$ cat src/rtl/demux_striping_pkg.sv
// Shared definitions for the N-lane byte-striping demultiplexer.
package demux_striping_pkg;

    localparam int          DEF_DATA_W    = 32;
    localparam int          DEF_MAX_LANES = 4;
    localparam logic [31:0] DEF_PAD       = 32'h0000_0000;

    typedef enum logic [2:0] {
        LM_X1  = 3'd0,
        LM_X2  = 3'd1,
        LM_X4  = 3'd2,
        LM_X8  = 3'd3,
        LM_X16 = 3'd4
    } lane_mode_e;

    // Requested lane count 2**mode, limited to the physical lane count.
    function automatic int lanes_from_mode(input logic [2:0] mode, input int max_lanes);
        int n;
        n = 1 << mode;
        return (n > max_lanes) ? max_lanes : n;
    endfunction

endpackage

$ cat src/rtl/striping_lane_ptr.sv
// Lane pointer and stripe-boundary control for the striping demux.
// Tracks how many words of the current stripe are held, latches the lane
// count at the first word of a stripe, and decodes release conditions.
module striping_lane_ptr
    import demux_striping_pkg::*;
#(
    parameter int MAX_LANES = DEF_MAX_LANES,
    localparam int PW = (MAX_LANES > 1) ? $clog2(MAX_LANES) : 1,
    localparam int CW = $clog2(MAX_LANES + 1)
) (
    input  logic          clk_nf,
    input  logic          reset,
    input  logic          valid_in,
    input  logic          flush,
    input  logic [2:0]    lane_mode,
    output logic [PW-1:0] ptr,
    output logic [CW-1:0] eff,
    output logic          rel,
    output logic [CW-1:0] fill_count,
    output logic          busy
);

    logic [CW-1:0] act;
    logic          complete;

    // Lane count is only re-sampled at a stripe boundary; mid-stripe the latched count wins.
    always_comb begin
        eff        = (ptr == '0) ? CW'(lanes_from_mode(lane_mode, MAX_LANES)) : act;
        complete   = valid_in && (CW'(ptr) == eff - CW'(1));
        fill_count = CW'(ptr) + CW'(valid_in);
        rel        = complete || (flush && (fill_count != '0));
    end

    // Pointer advance / wrap, lane-count latch and busy flag.
    always_ff @(posedge clk_nf or posedge reset) begin
        if (reset) begin
            ptr  <= '0;
            act  <= CW'(1);
            busy <= 1'b0;
        end else begin
            if (valid_in && (ptr == '0))
                act <= eff;
            if (rel) begin
                ptr  <= '0;
                busy <= 1'b0;
            end else if (valid_in) begin
                ptr  <= ptr + PW'(1);
                busy <= 1'b1;
            end
        end
    end

endmodule

$ cat src/rtl/demux_striping_n.sv
// N-lane round-robin striping demultiplexer. Words are staged until a stripe
// is complete (or flushed) and then released to all lanes on the same edge so
// the lanes stay word-aligned.
module demux_striping_n
    import demux_striping_pkg::*;
#(
    parameter int                DATA_W    = DEF_DATA_W,
    parameter int                MAX_LANES = DEF_MAX_LANES,
    parameter logic [DATA_W-1:0] PAD       = DATA_W'(DEF_PAD)
) (
    input  logic                        clk_nf,
    input  logic                        reset,
    input  logic [DATA_W-1:0]           data_input,
    input  logic                        valid_in,
    input  logic [2:0]                  lane_mode,
    input  logic                        flush,
    output logic [MAX_LANES*DATA_W-1:0] lane_data,
    output logic [MAX_LANES-1:0]        lane_valid,
    output logic                        busy
);

    localparam int PW = (MAX_LANES > 1) ? $clog2(MAX_LANES) : 1;
    localparam int CW = $clog2(MAX_LANES + 1);
    localparam int SW = (MAX_LANES > 1) ? MAX_LANES - 1 : 1;

    logic [PW-1:0]     ptr;
    logic [CW-1:0]     eff;
    logic              rel;
    logic [CW-1:0]     fill_count;
    logic [DATA_W-1:0] stage [SW];
    logic [DATA_W-1:0] cand  [MAX_LANES];

    striping_lane_ptr #(
        .MAX_LANES (MAX_LANES)
    ) u_ptr (
        .clk_nf     (clk_nf),
        .reset      (reset),
        .valid_in   (valid_in),
        .flush      (flush),
        .lane_mode  (lane_mode),
        .ptr        (ptr),
        .eff        (eff),
        .rel        (rel),
        .fill_count (fill_count),
        .busy       (busy)
    );

    // Per-lane release candidate: staged word, or the incoming word at the pointer slot.
    always_comb begin
        for (int i = 0; i < MAX_LANES; i++) begin
            cand[i] = '0;
            if (i < SW)
                cand[i] = stage[i];
            if (valid_in && (PW'(i) == ptr))
                cand[i] = data_input;
        end
    end

    // Staging of non-final words and registered release of a stripe onto the lanes.
    always_ff @(posedge clk_nf or posedge reset) begin
        if (reset) begin
            for (int i = 0; i < SW; i++)
                stage[i] <= '0;
            lane_data  <= '0;
            lane_valid <= '0;
        end else begin
            if (valid_in && (CW'(ptr) < eff - CW'(1))) begin
                for (int i = 0; i < SW; i++)
                    if (PW'(i) == ptr)
                        stage[i] <= data_input;
            end
            lane_valid <= '0;
            if (rel) begin
                for (int i = 0; i < MAX_LANES; i++) begin
                    if (CW'(i) < fill_count) begin
                        lane_data[i*DATA_W +: DATA_W] <= cand[i];
                        lane_valid[i]                 <= 1'b1;
                    end else begin
                        lane_data[i*DATA_W +: DATA_W] <= PAD;
                    end
                end
            end
        end
    end

endmodule

$ cat config.mk
export PLATFORM = sky130hd
export DESIGN_NAME = demux_striping_n
export DESIGN_NICKNAME = d
export VERILOG_FILES = /design/src/rtl/demux_striping_pkg.sv /design/src/rtl/striping_lane_ptr.sv /design/src/rtl/demux_striping_n.sv
export SDC_FILE = /design/constraint.sdc
export NUM_CORES = 1
export LEC_CHECK = 0
export CORE_AREA = 3 3 162 148
export CTS_BUF_LIST = sky130_fd_sc_hd__clkbuf_16
export CTS_CLUSTER_DIAMETER = 200
export CTS_CLUSTER_SIZE = 40
export DETAILED_ROUTE_END_ITERATION = 7
export DIE_AREA = 0 0 165 151
export GPL_TIMING_DRIVEN = 0
export PLACE_DENSITY = 0.79
export SLEW_MARGIN = 10
export SYNTH_ARGS = -nofsm -noshare
export SYNTH_HDL_FRONTEND = slang
export SYNTH_SLANG_ARGS = --single-unit
$ cat constraint.sdc
create_clock -name clk_nf -period 7.4 [get_ports clk_nf]
set_clock_uncertainty 0.1 [all_clocks]
set_input_delay 1.48 -clock clk_nf [delete_from_list [all_inputs] [get_ports clk_nf]]
set_output_delay 1.48 -clock clk_nf [all_outputs]
set_load 0.05 [all_outputs]
After elaboration in Yosys (flattened, before gate mapping)
Index checks and enable logic that the tools add are counted.
{"block": "word_totals", "mem_bits_rw": 0, "mem_count": 0, "latchBits": 0, "romBits": 0, "output_inout_bits": 133, "word_cells": 55, "ff_bits": 234}
{"block": "op_classes", "div_mod_pow": 0, "magnitude_cmp": 6, "n_mul": 0, "eq_ne": 4, "muxes": 19, "shifts": 1, "bitwise": 0, "n_addsub": 3, "n_reduce_logical": 14}
{"operator": "$mux W32", "n": 8}
{"operator": "$gt A32 B4 Y1 const B", "n": 1}
{"operator": "$shl A1 B3 Y32 const A", "n": 1}
{"operator": "$logic_and A1 B1 Y1", "n": 7}
{"operator": "$lt A1 B3 Y1 const A", "n": 2}
{"operator": "$lt A2 B3 Y1 const A", "n": 2}
{"operator": "$mux W1", "n": 6}
{"operator": "$mux W3", "n": 2}
{"operator": "$reduce_and A2 Y1", "n": 3}
{"operator": "$eq A2 B2 Y1 const A", "n": 2}
{"operator": "$mux W2", "n": 2}
{"operator": "$mux W4", "n": 1}
{"operator": "$add A2 B1 Y3", "n": 1}
{"operator": "$eq A2 B3 Y1", "n": 1}
{"operator": "$lt A2 B3 Y1", "n": 1}
{"operator": "$reduce_bool A3 Y1", "n": 1}
{"operator": "$sub A3 B1 Y3 const B", "n": 1}
{"operator": "$add A2 B1 Y2 const B", "n": 1}
{"operator": "$eq A1 B2 Y1 const A", "n": 1}
{"operator": "$logic_not A2 Y1", "n": 1}
{"operator": "$reduce_bool A2 Y1", "n": 1}
{"operator": "$logic_or A1 B1 Y1", "n": 1}

Longest topological paths before layout
Gate-level depths: netlist of the first run.
{"block": "depth", "word_depth": 9, "ltp_mapped": 13, "ltp_nobuf": 9}

Cells and area by module
Synthesis of the first run repeated with hierarchy kept, for this count alone.
{"block": "hier_totals", "cells_unflattened": 665, "area_unflattened_um2": 9795.6}
{"module": "demux_striping_n", "cells_each": 620, "n_inst": 1, "area_each_um2": 9375.2}
{"module": "striping_lane_ptr", "cells_each": 45, "n_inst": 1, "area_each_um2": 420.4}

Worst setup path after synthesis of the first run
Ideal clock, no wire load.
{"block": "synth_path", "path_type": "input-to-reg", "start": "input lane_mode[1]", "end": "register lane_data[0]", "path_buffers": 2, "required_ns": 7.175, "path_stages": 9, "setup_time_ns": 0.125, "arrival_time_ns": 3.320, "path_slack_ns": 3.855, "cell_sequence": "nor3_1 -> mux2i_1 -> ha_1 -> ha_1 -> nand3_1 -> o21ai_4 -> buf_6 -> buf_6 -> mux2_4"}
{"block": "synth_via", "elab_chain_len": 8}
{"item": "start: declaration", "line": "demux_striping_n.sv:15", "text": "input logic [2:0] lane_mode,"}
{"item": "$shl A1 B3 Y32 *", "line": "demux_striping_pkg.sv:19", "text": "n = 1 << mode;"}
{"item": "$gt A32 B4 Y1", "line": "demux_striping_pkg.sv:20", "text": "return (n > max_lanes) ? max_lanes : n;"}
{"item": "$mux W3 *", "line": "demux_striping_pkg.sv:20"}
{"item": "$mux W3 *", "line": "striping_lane_ptr.sv:28", "text": "eff = (ptr == '0) ? CW'(lanes_from_mode(lane_mode, MAX_LANES)) : act;"}
{"item": "$sub A3 B1 Y3 *", "line": "striping_lane_ptr.sv:29", "text": "complete = valid_in && (CW'(ptr) == eff - CW'(1));"}
{"item": "$eq A2 B3 Y1 *", "line": "striping_lane_ptr.sv:29"}
{"item": "$logic_and A1 B1 Y1 *", "line": "striping_lane_ptr.sv:29"}
{"item": "$logic_or A1 B1 Y1 *", "line": "striping_lane_ptr.sv:31", "text": "rel = complete || (flush && (fill_count != '0));"}
{"item": "end signal: indexed assignment", "line": "demux_striping_n.sv:76", "text": "lane_data[i*DATA_W +: DATA_W] <= cand[i];"}
{"item": "end: declaration", "line": "demux_striping_n.sv:17", "text": "output logic [MAX_LANES*DATA_W-1:0] lane_data,"}
Every way passes the cells marked *; elsewhere a longest branch is shown, timed or not.
A chain may end at the register's enable or synchronous reset.

Worst setup path after layout of the first run
{"block": "layout_path", "start": "input lane_mode[1]", "end": "register lane_data[8]"}
The elaborated chain is that of the path after synthesis.

==> impl_metrics.csv, run 1 <==
group,metric,value,unit
status,status,"complete, no violations",
critical_path,critPathLaunchType,"primary input",
timing,max_slew_margin,0.498,
timing,fmax,248,MHz
min_path,hp-class,"flop to flop",
critical_path,timing.rr.start,"u_ptr.ptr[1]$_DFFE_PP0P_",
cts,cts-root-buf,"clkbuf_16",
cts,cts_made_buffers,9,
critical_path,critPathKind,"primary input to flop",
route,wl_per_cell,19.5,um
finish,fin_nets,1174,
logic_synthesis,synthTopCellsByArea,"dfrtp_1 (53%), mux2_2 (11%), mux2_4 (11%)",
pwr,power.total,6260,uW
logic_synthesis,syn_avg_cell_area,11.7,sq um
logic_synthesis,synthCells,936,
global_route,overflow,0,
logic_synthesis,ys_ff_latch,234,
logic_synthesis,synth_most_common_cell,"dfrtp_1",
logic_synthesis,syn-num-nets,985,
logic_synthesis,synthTopCellsByCount,"dfrtp_1 (233), nand2_1 (166), mux2_2 (110)",
global_route,antenna_found_initial,0,
floorplan,core_area,0.0224,sq mm
min_path,worstHoldStart,"lane_data[91]$_DFFE_PP0P_",
floorplan,dieWidth,165,um
critical_path,r2r_end,"lane_data[8]$_DFFE_PP0P_",
timing,setup_violations,0,
floorplan,rows,52,
timing,final_hold_viol_count,0,
min_path,hold_end,"lane_data[91]$_DFFE_PP0P_",
critical_path,r2r_cells,12,
pwr,vdd_drop_max,265,uV
timing,final_max_slew_viol_count,0,
timing,post-route-period-util,0.544,
global_route,grt_pass1_wl,44700,um
timing,tightest_slew,0.754,ns
job,drv_cap,0,
logic_synthesis,syn_area,0.0110,sq mm
floorplan,dieHeight,151,um
floorplan,io-pin-count,172,
route,num_vias,7658,
route,via_per_inst,5.39,
logic_synthesis,synth_top_area_cell,"dfrtp_1",
logic_synthesis,yosysWarningCount,0,
floorplan,dieArea,0.0249,sq mm
finish,nFillCells,1793,
critical_path,setup.worst_path.end_class,"flop",
route,remaining_drc_errors,0,
timing,post-route-min-period,4.03,ns
cts,cts_tree,"done",
placement,dp_hpwl,20200,um
route,drt_iter0_markers,537,
cts,cts-resized-gates,0,
finish,final_util,0.598,
global_route,grtUsageTotal,0.226,
cts,cts.path.max_buffers,3,
cts,clock-sinks,234,
finish,antenna_cells,0,
timing,rsz0062_at_grt,"false",
route,dr.pass1.iters,5,
pwr,power_density,466,mW/mm^2
logic_synthesis,yosysSeqAreaShare,0.534,
timing,tns,0,ns
logic_synthesis,async_flop_share,1.00,
critical_path,path_max_fanout,10,
placement,io_buffers,171,
finish,drive_above_1_share,0.214,
cts,htree_num_levels,1,
cts,path_clk_slew,0.14,ns
logic_synthesis,synth_top_area_frac,0.532,
route,drtAntennaViolNets,0,
logic_synthesis,synth-edff-count,0,
finish,area_delta_synth_final,22.4,%
global_route,grt_max_degree,41,
min_path,hold_depth,1,
placement,place.gp.congestion,0.829,
critical_path,crit_arrival,4.30,ns
cts,clkLatencyLatePin,0.48,ns
critical_path,cp.required,7.67,ns
route,wirelength,27700,um
floorplan,start_util,0.489,
critical_path,r2r_slack,3.53,ns
logic_synthesis,synth_cell_types,36,
cts,ctsHoldBuffers,0,
cts,post-cts-setup-buffer-count,0,
logic_synthesis,synth-main-ff-cell,"dfrtp_1",
global_route,grt_pass1_vias,8045,
pwr,power_leakage,0.00610,uW
## cell type report
cell class	instances	area (sq um)	share of cell area
flip-flops and latches	234	5860	0.436
inverters	38	146	0.0109
repair buffers	178	1850	0.138
clock inverters	1	8.76	0.000652
multi-input cells	596	4600	0.343
plain buffers	68	368	0.0274
clock buffers	9	225	0.0168
well taps	297	372	0.0277
## metrics by stage
stage | setup WS (ns) | hold WS, ns | std cells | cell area [sq um]
2_1_floorplan | 2.76 | 0.342 | 936 | 11000
3_3_place_gp | 1.00 | 0.356 | 1404 | 13100
3_5_place_dp | 2.89 | 0.375 | 1411 | 13200
4_1_cts | 3.39 | 0.408 | 1421 | 13400
5_1_grt | 3.26 | 0.421 | 1421 | 13400
6_report | 3.37 | 0.406 | 1421 | 13400
## where the power goes
part / internal, uW / switching [uW] / leakage (uW)
clock: 225 / 379 / 0.000115
sequential: 1790 / 299 / 0.00298
combinational: 1530 / 2030 / 0.00301
## registers in the layout, summed over array words and instances (netlist names)
name        count
u_ptr.busy      1
stage          96
lane_data     128
lane_valid      4
u_ptr.act       3
u_ptr.ptr       2
## how the worst max path moves through the flow
stage          slack [ns]  cells after the start         start                    endpoint
3_3_place_gp          1.0                      2         reset  lane_data[106]$_DFFE_PP0P_
4_1_cts              3.39                     10  lane_mode[1]    lane_data[4]$_DFFE_PP0P_
6_report             3.37                     10  lane_mode[1]    lane_data[8]$_DFFE_PP0P_
3_5_place_dp         2.89                      9  lane_mode[1]   lane_data[30]$_DFFE_PP0P_
5_1_grt              3.26                      9  lane_mode[1]   lane_data[55]$_DFFE_PP0P_
2_1_floorplan        2.76                      1         reset    lane_data[0]$_DFFE_PP0P_
## critical path, cell delays in order
cell and delay (ns):
clkdlybuf4s50_1 0.48, nor3_1 0.27, mux2i_1 0.15, ha_1 0.31
ha_1 0.30, nand3_1 0.15, o21ai_4 0.39, buf_6 0.24
buf_6 0.21, mux2_4 0.32
## layer usage
metal,share of wire,routed length (um),up-vias,track usage
li1,-,-,3522,-
met1,0.45,12600,3897,0.322
met2,0.47,13200,222,0.374
met3,0.061,1680,17,0.0391
met4,0.011,301,0,0.0327
met5,0,0,-,0
## cells by family after synthesis
logic type                 share of synthesized area
and+or+nand+nor                               0.0954
DFF                                            0.534
muxes                                          0.257
AOI/OAI and AO/OA                             0.0554
buffers and inverters                         0.0465
adders and majority gates                     0.0114
xor gates and xnor gates                    0.000799
## placed cells by master, fill, tap and decap left out, types with 2 or more instances in the layout
master	instances
nor2b_1	4
dfrtp_1	233
buf_2	9
ha_1	10
clkdlybuf4s50_1	171
mux2_2	110
buf_4	7
o21ai_0	2
nand2_1	166
clkbuf_16	9
clkbuf_1	38
buf_1	4
a21oi_1	96
a21o_1	4
mux2_4	80
mux2_1	3
mux2i_1	34
inv_1	37
buf_6	10
nor2_1	6
nand3_1	65
buf_12	7
Power figures use the tool's default switching activity.
==> run 2: changes to the inputs <==
--- a/config.mk
+++ b/config.mk
@@ -5,14 +5,14 @@
 export SDC_FILE = /design/constraint.sdc
 export NUM_CORES = 1
 export LEC_CHECK = 0
-export CORE_AREA = 3 3 162 148
+export CORE_AREA = 3 3 155 142
 export CTS_BUF_LIST = sky130_fd_sc_hd__clkbuf_16
 export CTS_CLUSTER_DIAMETER = 200
 export CTS_CLUSTER_SIZE = 40
 export DETAILED_ROUTE_END_ITERATION = 7
-export DIE_AREA = 0 0 165 151
+export DIE_AREA = 0 0 158 145
 export GPL_TIMING_DRIVEN = 0
-export PLACE_DENSITY = 0.79
+export PLACE_DENSITY = 0.82
 export SLEW_MARGIN = 10
 export SYNTH_ARGS = -nofsm -noshare
 export SYNTH_HDL_FRONTEND = slang
==> constraint.sdc (replaced) <==
create_clock -name clk_nf -period 3.9 [get_ports clk_nf]
set_clock_uncertainty 0.1 [all_clocks]
set_input_delay 0.78 -clock clk_nf [delete_from_list [all_inputs] [get_ports clk_nf]]
set_output_delay 0.78 -clock clk_nf [all_outputs]
set_load 0.05 [all_outputs]
==> impl_metrics.csv, run 2 (synthesized netlist as in run 1, its figures left out) <==
group,metric,value,unit
cts,cts.path.max_buffers,3,
finish,drive_above_1_share,0.214,
min_path,hp-class,"flop to flop",
cts,ctsHoldBuffers,0,
critical_path,timing.rr.start,"u_ptr.ptr[1]$_DFFE_PP0P_",
critical_path,critPathLaunchType,"flop",
critical_path,crit_end,"lane_data[36]$_DFFE_PP0P_",
route,dr.pass1.iters,5,
finish,fin_nets,1172,
pwr,vdd_drop_max,599,uV
finish,mostFrequentLayoutCells,"dfrtp_1 (233), clkdlybuf4s50_1 (171), nand2_1 (166)",
cts,cts_tree,"done",
critical_path,r2r_slack,0.50,ns
timing,worst_slack,0.504,ns
job,drv_cap,0,
timing,tightest_slew,0.732,ns
critical_path,setup.worst_path.end_class,"flop",
critical_path,cp-startpoint,"u_ptr.ptr[1]$_DFFE_PP0P_",
placement,place.gp.congestion,0.802,
pwr,power_density,889,mW/mm^2
cts,clkLatencyLatePin,0.48,ns
finish,reg_top3,"lane_data x128, stage x96, lane_valid x4",
global_route,overflow,0,
critical_path,cp.required,4.18,ns
floorplan,start_util,0.533,
placement,dp_hpwl,19800,um
critical_path,path_max_fanout,19,
floorplan,dieHeight,145,um
cts,cts-resized-gates,0,
route,drtAntennaViolNets,0,
placement,io_buffers,171,
route,wl_per_cell,19.9,um
global_route,grtUsageTotal,0.240,
finish,area_delta_synth_final,21.8,%
route,via_per_inst,5.58,
finish,fin_cells,1383,
finish,final_common_cell,"dfrtp_1",
cts,cts-root-buf,"clkbuf_16",
global_route,grt_pass1_wl,44300,um
route,wirelength,27500,um
pwr,power_leakage,0.00610,uW
timing,fmax,294,MHz
finish,largest_register_ff_count,128,
route,num_vias,7711,
cts,clock-sinks,234,
floorplan,dieArea,0.0229,sq mm
timing,max_slew_margin,0.511,
critical_path,crit_arrival,3.68,ns
global_route,antenna_found_initial,0,
global_route,grt_pass1_vias,8033,
critical_path,r2r_cells,10,
status,status,"complete, no violations",
floorplan,core_area,0.0206,sq mm
floorplan,dieWidth,158,um
floorplan,rows,50,
timing,final_hold_viol_count,0,
finish,nFillCells,1556,
finish,antenna_cells,0,
timing,post-route-min-period,3.40,ns
route,remaining_drc_errors,0,
critical_path,critPathKind,"flop to flop",
timing,rsz0062_at_grt,"false",
cts,cts_made_buffers,9,
timing,post-route-period-util,0.871,
timing,setup_violations,0,
cts,post-cts-setup-buffer-count,0,
timing,final_max_slew_viol_count,0,
finish,top_register,"lane_data",
placement,place_inst,1373,
placement,place_ws,0.167,ns
critical_path,r2r_end,"lane_data[36]$_DFFE_PP0P_",
route,drt_iter0_markers,495,
cts,htree_num_levels,1,
cts,path_clk_slew,0.14,ns
floorplan,io-pin-count,172,
global_route,grt_max_degree,42,
run 2: cell type report:
| class | count | area [sq um] | area share |
|---|---|---|---|
| Buffer | 67 | 364 | 0.0272 |
| Clock buffer | 9 | 225 | 0.0169 |
| Clock inverter | 2 | 12.5 | 0.000936 |
| Inverter | 38 | 146 | 0.0110 |
| Multi-Input combinational cell | 596 | 4600 | 0.344 |
| Sequential cell | 234 | 5860 | 0.438 |
| Tap cell | 260 | 325 | 0.0243 |
| Timing Repair Buffer | 177 | 1830 | 0.137 |
run 2: metal layers:
layer  global-route usage  up-vias  routed length [um]
met2                0.383      229               12800
met3               0.0498       32                1670
met1                0.347     3930               12500
met4               0.0404        0                 450
li1                     -     3520                   -
met5                    0        -                   0
run 2: report_power, final:
part           internal (uW)  switching (uW)
clock network            427             736
logic                   2900            3850
registers               3400             563
total                   6730            5140
run 2: worst min-delay path by stage:
stage	from	end	slack (ns)	cells past startpoint
final	lane_data[90]$_DFFE_PP0P_	lane_data[90]$_DFFE_PP0P_	0.41	1
after global routing	lane_data[91]$_DFFE_PP0P_	lane_data[91]$_DFFE_PP0P_	0.43	1
after CTS	lane_data[91]$_DFFE_PP0P_	lane_data[91]$_DFFE_PP0P_	0.41	1
after detailed placement	u_ptr.act[1]$_DFFE_PP0P_	u_ptr.act[1]$_DFFE_PP0P_	0.38	2
after global placement	u_ptr.act[1]$_DFFE_PP0P_	u_ptr.act[1]$_DFFE_PP0P_	0.36	2
after floorplan	u_ptr.act[1]$_DFFE_PP0P_	u_ptr.act[1]$_DFFE_PP0P_	0.34	2
run 2: metrics by stage:
stage	TNS (ns)	cell area [sq um]	total power [uW]	hold WS (ns)	utilization
floorplan	-10.04	11000	8790	0.342	-
global placement	-414.23	13000	10500	0.357	0.632
detailed placement	0	13100	10700	0.379	0.638
CTS	0	13400	11900	0.411	0.649
global route	0	13400	12500	0.433	0.649
finish	0	13400	11900	0.405	0.649
run 2: worst max-delay path: stages (launching register included):
cell and delay [ns]:
dfrtp_1 0.48, inv_1 0.14, ha_1 0.22, buf_4 0.29, mux2i_1 0.27, ha_1 0.27, ha_1 0.29, nand3_1 0.14
o21ai_4 0.34, buf_2 0.38, mux2_2 0.38
==> run 3: changes to the inputs <==
--- a/config.mk
+++ b/config.mk
@@ -5,14 +5,14 @@
 export SDC_FILE = /design/constraint.sdc
 export NUM_CORES = 1
 export LEC_CHECK = 0
-export CORE_AREA = 3 3 155 142
+export CORE_AREA = 3 3 162 148
 export CTS_BUF_LIST = sky130_fd_sc_hd__clkbuf_16
 export CTS_CLUSTER_DIAMETER = 200
 export CTS_CLUSTER_SIZE = 40
 export DETAILED_ROUTE_END_ITERATION = 7
-export DIE_AREA = 0 0 158 145
+export DIE_AREA = 0 0 165 151
 export GPL_TIMING_DRIVEN = 0
-export PLACE_DENSITY = 0.82
+export PLACE_DENSITY = 0.79
 export SLEW_MARGIN = 10
 export SYNTH_ARGS = -nofsm -noshare
 export SYNTH_HDL_FRONTEND = slang
==> constraint.sdc (replaced) <==
create_clock -name clk_nf -period 2.8 [get_ports clk_nf]
set_clock_uncertainty 0.1 [all_clocks]
set_input_delay 0.56 -clock clk_nf [delete_from_list [all_inputs] [get_ports clk_nf]]
set_output_delay 0.56 -clock clk_nf [all_outputs]
set_load 0.05 [all_outputs]
==> impl_metrics.csv, run 3 (synthesized netlist as in run 1, its figures left out) <==
group,metric,value,unit
floorplan,start_util,0.489,
floorplan,rows,52,
job,drv_cap,0,
route,drt_iter0_markers,525,
finish,area_delta_synth_final,32.3,%
pwr,power_leakage,0.00662,uW
floorplan,dieWidth,165,um
floorplan,dieArea,0.0249,sq mm
cts,clkLatencyLatePin,0.49,ns
global_route,grt_pass1_vias,8293,
pwr,vdd_drop_max,813,uV
cts,ctsHoldBuffers,0,
pwr,power_density,1280,mW/mm^2
timing,max_slew_margin,0.535,
finish,top_register,"lane_data",
global_route,grt_pass1_wl,47000,um
timing,setup_violations,96,
route,dr.pass1.iters,5,
critical_path,r2r_slack,-0.04,ns
finish,nFillCells,1713,
placement,io_buffers,171,
route,wirelength,30700,um
global_route,antenna_found_initial,0,
status,violations,"negative setup slack",
critical_path,crit_arrival,3.14,ns
global_route,overflow,0,
critical_path,path_max_fanout,10,
critical_path,critPathKind,"primary input to flop",
global_route,grtUsageTotal,0.240,
cts,cts_made_buffers,9,
finish,mostFrequentLayoutCells,"dfrtp_1 (231), clkdlybuf4s50_1 (171), nand2_1 (166)",
timing,rsz0062_at_grt,"true",
global_route,grt_max_degree,42,
cts,htree_num_levels,1,
critical_path,r2r_end,"stage[9]$_DFFE_PP0P_",
route,via_per_inst,5.50,
timing,worst_slack,-0.0514,ns
timing,post-route-min-period,2.85,ns
critical_path,critPathLaunchType,"primary input",
finish,reg_top3,"lane_data x128, stage x96, lane_valid x4",
critical_path,r2r_cells,12,
floorplan,dieHeight,151,um
min_path,hp-class,"primary input to async pin",
cts,clock-sinks,234,
route,num_vias,7980,
timing,holdWs,0.346,ns
route,drtAntennaViolNets,0,
timing,final_max_slew_viol_count,0,
cts,path_clk_slew,0.15,ns
route,wl_per_cell,21.2,um
timing,post-route-period-util,1.02,
placement,dp_hpwl,20600,um
finish,drive_above_1_share,0.257,
cts,cts.path.max_buffers,3,
floorplan,io-pin-count,172,
critical_path,cp.required,3.09,ns
finish,antenna_cells,0,
finish,largest_register_ff_count,128,
route,remaining_drc_errors,0,
critical_path,setup.worst_path.end_class,"flop",
placement,place.gp.congestion,0.815,
cts,cts_tree,"done",
finish,multi_input_area,0.00500,sq mm
finish,fin_nets,1203,
floorplan,core_area,0.0224,sq mm
timing,final_hold_viol_count,0,
critical_path,timing.rr.start,"u_ptr.ptr[0]$_DFFE_PP0P_",
cts,cts-root-buf,"clkbuf_16",
status,status,"finished, violations left",
timing,tightest_slew,0.698,ns
finish,final_common_cell,"dfrtp_1",
placement,place_ws,-0.801,ns
finish,final-seq-area,0.00586,sq mm
timing,fmax,351,MHz
-- run 3: worst max-delay path by stage --
stage,from,endpoint,slack [ns]
global placement,reset,lane_data[111]$_DFFE_PP0P_,-2.71
global route,lane_mode[1],lane_data[57]$_DFFE_PP0P_,-0.11
CTS,u_ptr.ptr[1]$_DFFE_PP0P_,lane_data[21]$_DFFE_PP0P_,-0.08
detailed placement,lane_mode[1],lane_data[91]$_DFFE_PP0P_,-0.80
finish,lane_mode[1],stage[9]$_DFFE_PP0P_,-0.05
floorplan,reset,lane_data[0]$_DFFE_PP0P_,-0.92
-- run 3: timing repair --
| item | CTS | global route |
|---|---|---|
| resized for setup | 81 | 62 |
| hold endpoints to repair | 0 | 0 |
| pin swaps | 5 | 5 |
| setup buffers | 12 | 8 |
| endpoints found under the setup margin | 230 | 226 |
| gates cloned | 2 | 9 |
-- run 3: area by class of cell --
| cell class | instances | share of cell area |
|---|---|---|
| clock buffer | 9 | 0.0155 |
| tap | 297 | 0.0256 |
| multi-input combinational | 596 | 0.345 |
| buffer | 66 | 0.0381 |
| clock inverter | 2 | 0.000862 |
| timing repair buffer | 209 | 0.161 |
| inverter | 38 | 0.0103 |
| sequential | 234 | 0.404 |
-- run 3: worst max-delay path, cell delays in order --
cell,delay (ns)
clkdlybuf4s50_1,0.52
nor3_2,0.33
mux2i_4,0.13
ha_4,0.26
ha_4,0.24
a21o_1,0.23
a21oi_4,0.19
buf_12,0.17
buf_12,0.15
mux2_2,0.34
-- run 3: power by group --
| group | total (uW) | internal (uW) | switching, uW |
|---|---|---|---|
| clock network | 1630 | 596 | 1030 |
| registers | 5570 | 4740 | 825 |
| logic | 11400 | 5460 | 5910 |
-- run 3: per-layer routing --
metal,vias to the layer above,global-route usage,share of wire
li1,3594,-,-
met1,4105,0.343,0.45
met2,244,0.388,0.48
met3,37,0.0407,0.059
met4,0,0.0495,0.015
met5,-,0,0
-- run 3: stage by stage --
stage                     utilization  std cells  total power, uW  cell area [sq um]  TNS [ns]
after CTS                       0.624       1435            17700              14000     -6.03
final                           0.646       1451            18600              14500     -2.00
after global routing            0.646       1451            19500              14500    -14.29
after detailed placement        0.591       1411            15200              13300   -151.34
after floorplan                     -        936            12400              11000   -219.50
after global placement          0.585       1404            14900              13100   -766.97
